File: src/rtl/xnorator_pkg.sv
// Shared types and width helpers for the XNOR engine, so the PE array and the
// accumulator always derive identical operand widths from the same parameters.
package xnorator_pkg;

    typedef enum logic [1:0] {
        IDLE,
        ACCUM,
        OUTPUT
    } acc_state_e;

    function automatic int pe_width(input int tp);
        return $clog2(tp) + 1;
    endfunction

    function automatic int acc_width(input int tp, input int max_tiles);
        return $clog2(tp) + $clog2(max_tiles) + 2;
    endfunction

    function automatic int cnt_width(input int max_tiles);
        return $clog2(max_tiles) + 1;
    endfunction

endpackage

File: src/rtl/xnor_accumulator.sv
// Accumulates num_tiles signed per-tile partial sums into one dot-product sum
// and binarizes it against a threshold latched at start.
module xnor_accumulator
    import xnorator_pkg::*;
#(
    parameter int  TP        = 8,
    parameter int  MAX_TILES = 256,
    localparam int PeWidth   = pe_width(TP),
    localparam int CntWidth  = cnt_width(MAX_TILES),
    localparam int AccWidth  = acc_width(TP, MAX_TILES)
) (
    input  logic                       clk_i,
    input  logic                       rst_ni,
    input  logic                       start_i,
    input  logic [CntWidth-1:0]        num_tiles_i,
    input  logic signed [AccWidth-1:0] threshold_i,
    input  logic                       pe_valid_i,
    input  logic signed [PeWidth-1:0]  pe_result_i,
    output logic                       pe_ready_o,
    output logic                       out_valid_o,
    input  logic                       out_ready_i,
    output logic signed [AccWidth-1:0] out_sum_o,
    output logic                       out_bit_o,
    output logic                       busy_o
);

    acc_state_e                 r_state;
    acc_state_e                 w_state_next;
    logic signed [AccWidth-1:0] r_acc;
    logic [CntWidth-1:0]        r_cnt;
    logic [CntWidth-1:0]        r_num_tiles;
    logic signed [AccWidth-1:0] r_threshold;
    logic signed [AccWidth-1:0] r_sum;
    logic                       r_bit;

    logic                       w_start_ok;
    logic                       w_load;
    logic                       w_beat;
    logic                       w_last;
    logic signed [AccWidth-1:0] w_pe_ext;
    logic signed [AccWidth-1:0] w_acc_next;

    assign w_pe_ext   = {{(AccWidth-PeWidth){pe_result_i[PeWidth-1]}}, pe_result_i};
    assign w_acc_next = r_acc + w_pe_ext;
    assign w_start_ok = start_i && (num_tiles_i != '0);
    assign w_beat     = pe_valid_i && (r_state == ACCUM);
    assign w_last     = w_beat && (r_cnt == r_num_tiles - CntWidth'(1));
    // A new job may launch from IDLE or on the very cycle the result drains.
    assign w_load     = w_start_ok &&
                        ((r_state == IDLE) || ((r_state == OUTPUT) && out_ready_i));

    // NOTE: every output of a combinational process gets a default first, so
    // no branch can leave it unassigned and infer a latch.
    always_comb begin
        w_state_next = r_state;
        unique case (r_state)
            IDLE:    if (w_start_ok) w_state_next = ACCUM;
            ACCUM:   if (w_last)     w_state_next = OUTPUT;
            OUTPUT:  if (out_ready_i) w_state_next = w_start_ok ? ACCUM : IDLE;
            default: w_state_next = IDLE;
        endcase
    end

    // NOTE: state is updated with non-blocking assignments so every register
    // samples the pre-edge values regardless of statement order.
    always_ff @(posedge clk_i) begin
        if (!rst_ni) begin
            r_state     <= IDLE;
            r_acc       <= '0;
            r_cnt       <= '0;
            r_num_tiles <= '0;
            r_threshold <= '0;
            r_sum       <= '0;
            r_bit       <= 1'b0;
        end else begin
            r_state <= w_state_next;
            if (w_load) begin
                r_num_tiles <= num_tiles_i;
                r_threshold <= threshold_i;
                r_acc       <= '0;
                r_cnt       <= '0;
            end else if (w_beat) begin
                r_acc <= w_acc_next;
                r_cnt <= r_cnt + CntWidth'(1);
            end
            // Result registers hold their value after the handshake.
            if (w_last) begin
                r_sum <= w_acc_next;
                r_bit <= (w_acc_next >= r_threshold);
            end
        end
    end

    assign pe_ready_o  = (r_state == ACCUM);
    assign out_valid_o = (r_state == OUTPUT);
    assign busy_o      = (r_state != IDLE);
    assign out_sum_o   = r_sum;
    assign out_bit_o   = r_bit;

endmodule

File: config.mk
export PLATFORM = sky130hd
export DESIGN_NAME = xnor_accumulator
export DESIGN_NICKNAME = d
export VERILOG_FILES = /design/src/rtl/xnorator_pkg.sv /design/src/rtl/xnor_accumulator.sv
export SDC_FILE = /design/constraint.sdc
export NUM_CORES = 1
export LEC_CHECK = 0
export ABC_AREA = 1
export CAP_MARGIN = 5
export CORE_AREA = 2 2 85 87
export CTS_CLUSTER_DIAMETER = 150
export DETAILED_ROUTE_END_ITERATION = 7
export DIE_AREA = 0 0 87 89
export HOLD_SLACK_MARGIN = 0.1
export PLACE_DENSITY = 0.79
export SLEW_MARGIN = 20
export SYNTH_ARGS = -nofsm -noshare
export SYNTH_HDL_FRONTEND = slang
export SYNTH_SLANG_ARGS = --single-unit
File: constraint.sdc
create_clock -name clk_i -period 5.1 [get_ports clk_i]
set_input_delay 0.51 -clock clk_i [delete_from_list [all_inputs] [get_ports clk_i]]
set_output_delay 0.51 -clock clk_i [all_outputs]
set_load 0.01 [all_outputs]
==> flow_summary.toml, run 1 <==
[timing]
fin_crit_sh_pct = 68.1
hold_viol = 0
period_needed_ns = 3.47
timing.fmax_mhz = 288
tns_ns = 0
rsz0062_at_grt = "false"
slew_viol_final = 0
slew_headroom_pct = 49.7
finalSetupViolations = 0
tightestPinTransition_ns = 0.753
skew_ns = 0.00758

[worst_setup_path]
crit_family = "adder cells"
crit_chain = "clkdlybuf4s50_1 > ha_1 > a21oi_1 > nand2_1 > nand2_1 > nand2_1 > xor2_1 > ha_1 > a21oi_1 > o21ai_0 > a21oi_1 > nand2_1 > nand2_1 > nand2_1 > nor2_1 > nor2_1"
arrival_ns = 3.71
critPathSlowestCell = "clkdlybuf4s50_1"
critPathKind = "primary input to register"
max_stage_delay_ns = 0.64
reg2regPathDepth = 16
critPathCaptureType = "register"
cp_num_buf_inv = 1
critPathMaxFanout = 10
crit_path_start_kind = "primary input"
timing.rr.start = "r_acc[0]$_SDFFE_PP0P_"
reg2reg_setup_slack_ns = 2.03
required_ns = 5.34
cp.depth = 16
crit_start = "pe_result_i[3]"
crit_top_cell = "nand2_1"

[die]
core_area_mm2 = 0.00672
die_h_um = 89
fp.dieW_um = 87
io-pin-count = 48
dieArea_mm2 = 0.00774
initial_core_util_pct = 53.8
rows = 30

[grt]
antenna_found_initial = 0
groute.usage.overall_pct = 24.7
grt_pass1_wl_mm = 14.8
grt_max_degree = 50
grt_overflow = 0
grt_pass1_vias = 3119

[logic_synthesis]
synth_area_mm2 = 0.00362
netlist.area_leader.share_pct = 33.2
yosys_warnings = 0
synth_seq_cells = 60
synth.area.top_cells = "dfxtp_1, nand2_1, ha_1"
syn-num-nets = 595
synth_top_area_cell = "dfxtp_1"
ys_seq_area_share_pct = 33.2
syn_inst = 536
synthDistinctLibCells = 29
avgSynthCellArea_um2 = 6.75

[final_layout]
layout_commonest_cell = "nand2_1"
synthToLayoutAreaGrowth_pct = 20.2
finalNonFillerCells = 665
drive_gt1_share_pct = 7.86
multiInputGateArea_mm2 = 0.00206
mostFrequentLayoutCells = "nand2_1, inv_1, dfxtp_1, nor2_1, a21oi_1"
diodes = 0
post-route-util_pct = 64.7
n_fill_cell = 593
regArea_mm2 = 0.00120
layout.nets = 639

[place]
io_buffers = 47
dp_cells = 649
routabilityCongestion = 1.04
dp_hpwl_mm = 6.42

[drt]
routed_wl_mm = 8.77
dr.pass1.iters = 5
ant_nets = 0
routed-via-count = 3466
post_drt_wl_per_cell_um = 13.2
first_iter_violations = 247
drc = 0
via_per_inst = 5.21

[clocking]
cts.sinks = 60
cts_hold_buffers = 0
cts_setup_buffers = 0
cts_tree = "built"
cts_max_path_buffers = 2
h-tree-depth = 3
post_cts_resized = 0
clkTransAtPathRegs_ns = 0.06
cts_buffers = 9
insertion_delay_ns = 0.35
clock-root-buffer = "clkbuf_8"

[power_and_ir_drop]
p_leak_nw = 2.00
power_density_mw_per_mm2 = 292
peakVddDrop_mv = 0.136

[worst_hold_path]
holdCritStartpoint = "r_threshold[0]$_SDFFE_PN0P_"
min_path_cells = 2
hold_class = "register to register"

[job]
drv_cap = 0

[outcome]
run_status = "completed"
## per-stage QoR
step / setup slack (ns) / power [mW] / cell area, um^2 / hold WS (ns)
after floorplan: 2.32 / 0.712 / 3620 / 0.428
after global placement: 1.52 / 0.788 / 4120 / 0.453
final: 1.63 / 1.27 / 4350 / 0.461
after CTS: 1.74 / 1.27 / 4340 / 0.465
after detailed placement: 1.38 / 0.797 / 4120 / 0.453
after global routing: 1.44 / 1.34 / 4350 / 0.487
## synth_stat cells
master,instances
nor4_1,1
dfxtp_1,60
nor3b_1,1
fa_1,1
nand3b_1,1
nor2_4,2
nand3_1,30
a21oi_1,52
buf_6,2
nor2_1,55
buf_1,1
or2_2,5
nand2_2,2
o21bai_1,1
nor2_2,11
ha_1,27
nand4_1,11
o21ai_0,38
inv_1,69
nor3_2,1
a21oi_2,1
nand2_1,126
buf_2,3
xor2_1,10
xnor2_1,4
inv_2,4
clkbuf_1,10
nor3_1,6
nor2_8,1
## power by group
group,switching (mW),internal [mW],leakage (nW)
clock,0.194,0.278,0.112
sequential,0.0155,0.494,0.489
combinational,0.176,0.110,1.40
## layout make-up
| class | instances | area share (%) |
|---|---|---|
| Sequential cell | 60 | 27.6 |
| Timing Repair Buffer | 49 | 11.2 |
| Clock inverter | 3 | 0.979 |
| Tap cell | 80 | 2.30 |
| Clock buffer | 13 | 4.12 |
| Multi-Input combinational cell | 387 | 47.5 |
| Inverter | 73 | 6.30 |
## worst paths after layout
kind                                                     to
worst max-delay path                 out_bit_o$_SDFFE_PN0P_
worst max register to register       out_bit_o$_SDFFE_PN0P_
worst min register to register  r_threshold[0]$_SDFFE_PN0P_
worst min-delay path            r_threshold[0]$_SDFFE_PN0P_
## state kept, by name, indices dropped and copies added, names as in the netlist
signal	cells
out_sum_o	13
r_acc	13
r_threshold	13
r_cnt	9
r_num_tiles	9
r_state	2
out_bit_o	1
## kinds of logic (layout without fill, tap and decap cells)
logic type,count (synthesis),in the layout,share of synthesized area [%]
simple gates,253,253,30.8
buf+inv,89,138,9.76
fa+ha+maj,28,28,9.90
xor+xnor,14,14,3.39
flops,60,60,33.2
compound gates,92,92,12.9
## worst min-delay path, cell delays in order (launching register included)
cell and delay [ns]:
dfxtp_1 0.32, inv_1 0.05, a21oi_1 0.05
## routing by layer
metal  GRT usage [%]  share of wire [%]
met2            39.7                 45
met1            33.3                 49
met5               0                  0
met4            7.39                1.7
met3            5.54                5.1
Note: power is estimated with default switching activity, not from simulation.
==> run 2, diff against run 1 <==
Clock period 5.1 ns to 3.4 ns, I/O delays scaled along.
==> run 2 against run 1 <==
  * Combinational power up 56%
  * Sequential share of layout area down 0.34 points
  * Hold slack is essentially flat
  * Final cell count grew 1.5%
  * Routed wire length grew 2.8%
  * Cell area grew 1.2%
  * Clock-buffer cell count decreased by 1
  * Clock power grew 42%
  * Core utilization is 0.80 points higher
  * Sequential power increased by 50%
  * Highest routed layer unchanged
==> flow_summary.toml, run 2 (synthesis results as in run 1) <==
[outcome]
run_status = "completed"

[worst_setup_path]
critPathCaptureType = "register"
required_ns = 3.64
critPathMaxFanout = 4
crit_start = "pe_result_i[0]"
critPathSlowestCell = "fa_1"
setup.worst_path.end = "out_bit_o$_SDFFE_PN0P_"
r2r-end = "out_bit_o$_SDFFE_PN0P_"
timing.rr.start = "r_acc[0]$_SDFFE_PP0P_"
max_stage_delay_ns = 0.45
reg2reg_setup_slack_ns = 0.47
crit_path_start_kind = "primary input"
arrival_ns = 3.28
crit_chain = "clkdlybuf4s50_1 > ha_1 > fa_1 > nand3_1 > nand2_1 > a21oi_1 > xor2_1 > ha_1 > a21oi_1 > o21ai_0 > a21oi_1 > nand2_1 > nand2_1 > nand2_1 > nor2_1 > nor2_1"
critPathKind = "primary input to register"
crit_top_cell = "nand2_1"
reg2regPathDepth = 15

[drt]
routed_wl_mm = 9.02
dr.pass1.iters = 5
first_iter_violations = 163
via_per_inst = 5.19
ant_nets = 0
routed-via-count = 3502
post_drt_wl_per_cell_um = 13.4
drc = 0

[clocking]
cts_setup_buffers = 0
cts_tree = "built"
cts_max_path_buffers = 2
post_cts_resized = 0
cts.sinks = 60
cts_hold_buffers = 0
clkTransAtPathRegs_ns = 0.07
clock-root-buffer = "clkbuf_8"
h-tree-depth = 3
insertion_delay_ns = 0.33
cts_buffers = 9

[power_and_ir_drop]
p_int_mw = 1.29
power_density_mw_per_mm2 = 427
peakVddDrop_mv = 0.302
p_leak_nw = 2.04
p_sw_mw = 0.584
p_sw_share_pct = 31.1
power_frac_seq_pct = 40.6
p_clk_share_pct = 35.7
p_comb_share_pct = 23.7

[timing]
rsz0062_at_grt = "false"
skew_ns = 0.0102
tns_ns = 0
tightestPinTransition_ns = 0.751
fin_crit_sh_pct = 89.6
layout_setup_ws_ns = 0.354
slew_viol_final = 0
slew_headroom_pct = 49.8
hold_viol = 0
timing.fmax_mhz = 328
finalSetupViolations = 0
period_needed_ns = 3.05

[grt]
groute.usage.overall_pct = 25.1
met3_usage_pct = 3.69
busiest_layer = "met2"
grt_max_degree = 37
grt_pass1_vias = 3284
grt_overflow = 0
grt_pass1_wl_mm = 15.3
antenna_found_initial = 0
use_met2_pct = 40.8
grt_util_met1_pct = 34.3

[final_layout]
diodes = 0
synthToLayoutAreaGrowth_pct = 21.7
mostFrequentLayoutCells = "nand2_1, inv_1, dfxtp_1, nor2_1, a21oi_1"
layout.nets = 649
drive_gt1_share_pct = 9.08
layout_commonest_cell = "nand2_1"
finalNonFillerCells = 675
post-route-util_pct = 65.5

[worst_hold_path]
hold_class = "register to register"

[die]
core_area_mm2 = 0.00672
initial_core_util_pct = 53.8
die_h_um = 89
fp.dieW_um = 87
rows = 30
dieArea_mm2 = 0.00774
io-pin-count = 48

[place]
dp_hpwl_mm = 6.87
dp_cells = 659
dp_slack_ns = 0.0633
io_buffers = 47
routabilityCongestion = 0.952

[job]
drv_cap = 0
[run 2: cell types whose count changed in the layout (fill, tap and decap cells not counted), sizes merged]
| cell | delta |
|---|---|
| clkbuf | -1 |
| buf | +10 |
| clkinv | +1 |
[run 2: final cells by class]
cell class                 count  area, um^2
fill                         619        2320
multi-input combinational    387        2060
sequential                    60        1200
timing repair buffer          59         561
inverter                      73         274
clock buffer                  12         155
tap                           80         100
clock inverter                 4        47.5
[run 2: layer usage]
layer  up-vias  wire length [um]
met5         -                 0
li1       1820                 -
met1      1571              4380
met4         0               153
met3        14               398
met2        97              4090
[run 2: how the worst min path moves through the flow]
stage / from / endpoint / slack (ns) / cells past startpoint
6_report: r_num_tiles[8]$_SDFFE_PN0P_ / r_num_tiles[8]$_SDFFE_PN0P_ / 0.46 / 2
5_1_grt: r_threshold[0]$_SDFFE_PN0P_ / r_threshold[0]$_SDFFE_PN0P_ / 0.49 / 2
4_1_cts: r_num_tiles[8]$_SDFFE_PN0P_ / r_num_tiles[8]$_SDFFE_PN0P_ / 0.47 / 2
3_5_place_dp: r_num_tiles[8]$_SDFFE_PN0P_ / r_num_tiles[8]$_SDFFE_PN0P_ / 0.46 / 2
3_3_place_gp: r_threshold[0]$_SDFFE_PN0P_ / r_threshold[0]$_SDFFE_PN0P_ / 0.44 / 2
2_1_floorplan: r_threshold[0]$_SDFFE_PN0P_ / r_threshold[0]$_SDFFE_PN0P_ / 0.43 / 2
[run 2: power by group through the flow]
stage	Combinational, mW	Clock, mW	Sequential (mW)
after floorplan	0.295	0	0.774
after global placement	0.427	0	0.777
final	0.445	0.671	0.763
after detailed placement	0.438	0	0.779
after global routing	0.503	0.716	0.767
after CTS	0.441	0.681	0.763
[run 2: through the flow]
step | total power [mW] | cell area, um^2 | hold WS, ns
6_report | 1.88 | 4400 | 0.461
5_1_grt | 1.99 | 4400 | 0.486
4_1_cts | 1.88 | 4400 | 0.467
3_5_place_dp | 1.22 | 4200 | 0.456
3_3_place_gp | 1.20 | 4200 | 0.444
2_1_floorplan | 1.07 | 3620 | 0.428
[run 2: worst max-delay path, delay by kind of cell]
family	cells	cell delay, ns
compound gates	4	0.61
xor+xnor	1	0.35
fa+ha+maj	3	1.03
buf+inv	1	0.40
simple gates	7	0.55
==> run 3, diff against run 2 <==
Settings changed: CTS_CLUSTER_DIAMETER 150 to 200, REMOVE_ABC_BUFFERS set to 1.
==> run 3 against run 2 <==
  * Via count decreased by 0.89%
  * Cell area increased by 0.65%
  * Die area unchanged
  * Global-route usage decreased by 1.2 points
  * Register-to-register slack got worse by 0.02 ns
  * Combinational power decreased by 2%
  * Fmax decreased by 0.68%
  * Hold slack improved by 0.0060 ns
  * Final cell count decreased by 0.15%
  * Largest cell class unchanged
  * Largest power group is now clock
  * Highest routed layer unchanged
==> flow_summary.toml, run 3 (synthesis results as in run 1) <==
[outcome]
run_status = "completed"

[worst_setup_path]
arrival_ns = 3.31
cp_num_buf_inv = 1
crit_chain = "clkdlybuf4s50_1 > ha_1 > fa_1 > nand3_1 > nand2_1 > nand3_1 > nand3_1 > nand2_1 > nand2_1 > ha_1 > nand2_1 > nor3_2 > o21ai_1 > nand3b_1 > nand2_1 > nor2_1 > nor2_1"
reg2reg_setup_slack_ns = 0.45
max_stage_delay_ns = 0.45
critPathSlowestCell = "fa_1"
required_ns = 3.64
crit_path_start_kind = "primary input"
crit_top_cell = "nand2_1"
critPathMaxFanout = 4
critPathCaptureType = "register"
critPathKind = "primary input to register"
crit_family = "simple AND/OR/NAND/NOR gates"

[clocking]
h-tree-depth = 3
cts_hold_buffers = 0
insertion_delay_ns = 0.34
cts.sinks = 60
cts_tree = "built"
cts_max_path_buffers = 2
clock-root-buffer = "clkbuf_8"
cts_buffers = 9
clkTransAtPathRegs_ns = 0.07
post_cts_resized = 0
cts_setup_buffers = 0

[grt]
grt_max_degree = 43
grt_overflow = 0
groute.usage.overall_pct = 23.9
grt_pass1_vias = 3217
grt_pass1_wl_mm = 14.5
antenna_found_initial = 0

[die]
fp.dieW_um = 87
io-pin-count = 48
rows = 30
die_h_um = 89
dieArea_mm2 = 0.00774
initial_core_util_pct = 53.8
core_area_mm2 = 0.00672

[timing]
skew_ns = 0.00787
timing.fmax_mhz = 326
finalSetupViolations = 0
hold_viol = 0
rsz0062_at_grt = "false"
tightestPinTransition_ns = 0.700
period_needed_ns = 3.07
slew_viol_final = 0
fin_crit_sh_pct = 90.2
slew_headroom_pct = 53.2

[drt]
routed-via-count = 3471
via_per_inst = 5.15
first_iter_violations = 186
ant_nets = 0
post_drt_wl_per_cell_um = 12.9
routed_wl_mm = 8.70
dr.pass1.iters = 4
drc = 0

[place]
io_buffers = 47
dp_hpwl_mm = 6.51
dpl_cell_area_mm2 = 0.00419
routabilityCongestion = 0.930

[power_and_ir_drop]
total_power_mw = 1.98
p_leak_nw = 2.06
power_density_mw_per_mm2 = 446
peakVddDrop_mv = 0.407

[final_layout]
layout_commonest_cell = "nand2_1"
fin_area_mm2 = 0.00443
drive_gt1_share_pct = 8.92
n_fill_cell = 616
post-route-util_pct = 65.9
synthToLayoutAreaGrowth_pct = 22.5
mostFrequentLayoutCells = "nand2_1, inv_1, dfxtp_1, nor2_1, a21oi_1"
layout.nets = 648
diodes = 0

[job]
drv_cap = 0

[worst_hold_path]
hold_class = "register to register"
run 3: changes by cell type in the layout (fill, tap and decap cells not counted), sizes merged:
| cell | previous run | this run |
|---|---|---|
| dlymetal6s2s | 0 | 1 |
| clkbuf | 12 | 11 |
| clkinvlp | 1 | 0 |
| bufinv | 1 | 3 |
| buf | 12 | 11 |
| clkdlybuf4s50 | 47 | 46 |
run 3: area by class of cell:
| class | instances | area (um^2) | share of cell area [%] |
|---|---|---|---|
| tap | 80 | 100 | 2.26 |
| multi-input combinational | 387 | 2070 | 46.7 |
| clock buffer | 11 | 131 | 2.97 |
| clock inverter | 5 | 100 | 2.26 |
| inverter | 73 | 274 | 6.19 |
| sequential | 60 | 1200 | 27.1 |
| timing repair buffer | 58 | 556 | 12.5 |
run 3: metal layers:
metal / wire length (um) / global-route usage (%)
met1: 4090 / 29.7
met2: 4230 / 41.6
met3: 243 / 4.06
met4: 127 / 8.66
met5: 0 / 0
run 3: final timing paths:
| kind | from | end | depth (start not counted) |
|---|---|---|---|
| worst max-delay path | pe_result_i[0] | out_bit_o$_SDFFE_PN0P_ | 17 |
| worst min-delay path | r_threshold[5]$_SDFFE_PN0P_ | r_threshold[5]$_SDFFE_PN0P_ | 2 |
| worst max register to register | r_acc[0]$_SDFFE_PP0P_ | out_bit_o$_SDFFE_PN0P_ | 16 |
| worst min register to register | r_threshold[5]$_SDFFE_PN0P_ | r_threshold[5]$_SDFFE_PN0P_ | 2 |
run 3: worst register-to-register path: stages, from the launching register on:
cell and delay, ns:
dfxtp_1 0.32, ha_1 0.25, fa_1 0.45, nand3_1 0.11
nand2_1 0.13, nand3_1 0.16, nand3_1 0.10, nand2_1 0.08
nand2_1 0.08, ha_1 0.35, nand2_1 0.12, nor3_2 0.23
o21ai_1 0.14, nand3b_1 0.12, nand2_1 0.06, nor2_1 0.10
nor2_1 0.05
run 3: report_power, final:
group          internal [mW]  switching (mW)  leakage [nW]  total, mW
logic                  0.177           0.262          1.45      0.438
clock network          0.485           0.289         0.117      0.774
registers              0.740          0.0234         0.489      0.764
total                   1.40           0.574          2.06       1.98
run 3: metrics by stage:
stage	setup WS [ns]	hold WS, ns	cells	TNS [ns]
floorplan	0.789	0.427	520	0
global route	0.0957	0.486	674	0
CTS	0.159	0.471	674	0
global placement	0.0239	0.451	658	0
finish	0.334	0.467	674	0
detailed placement	-0.149	0.457	658	-0.149
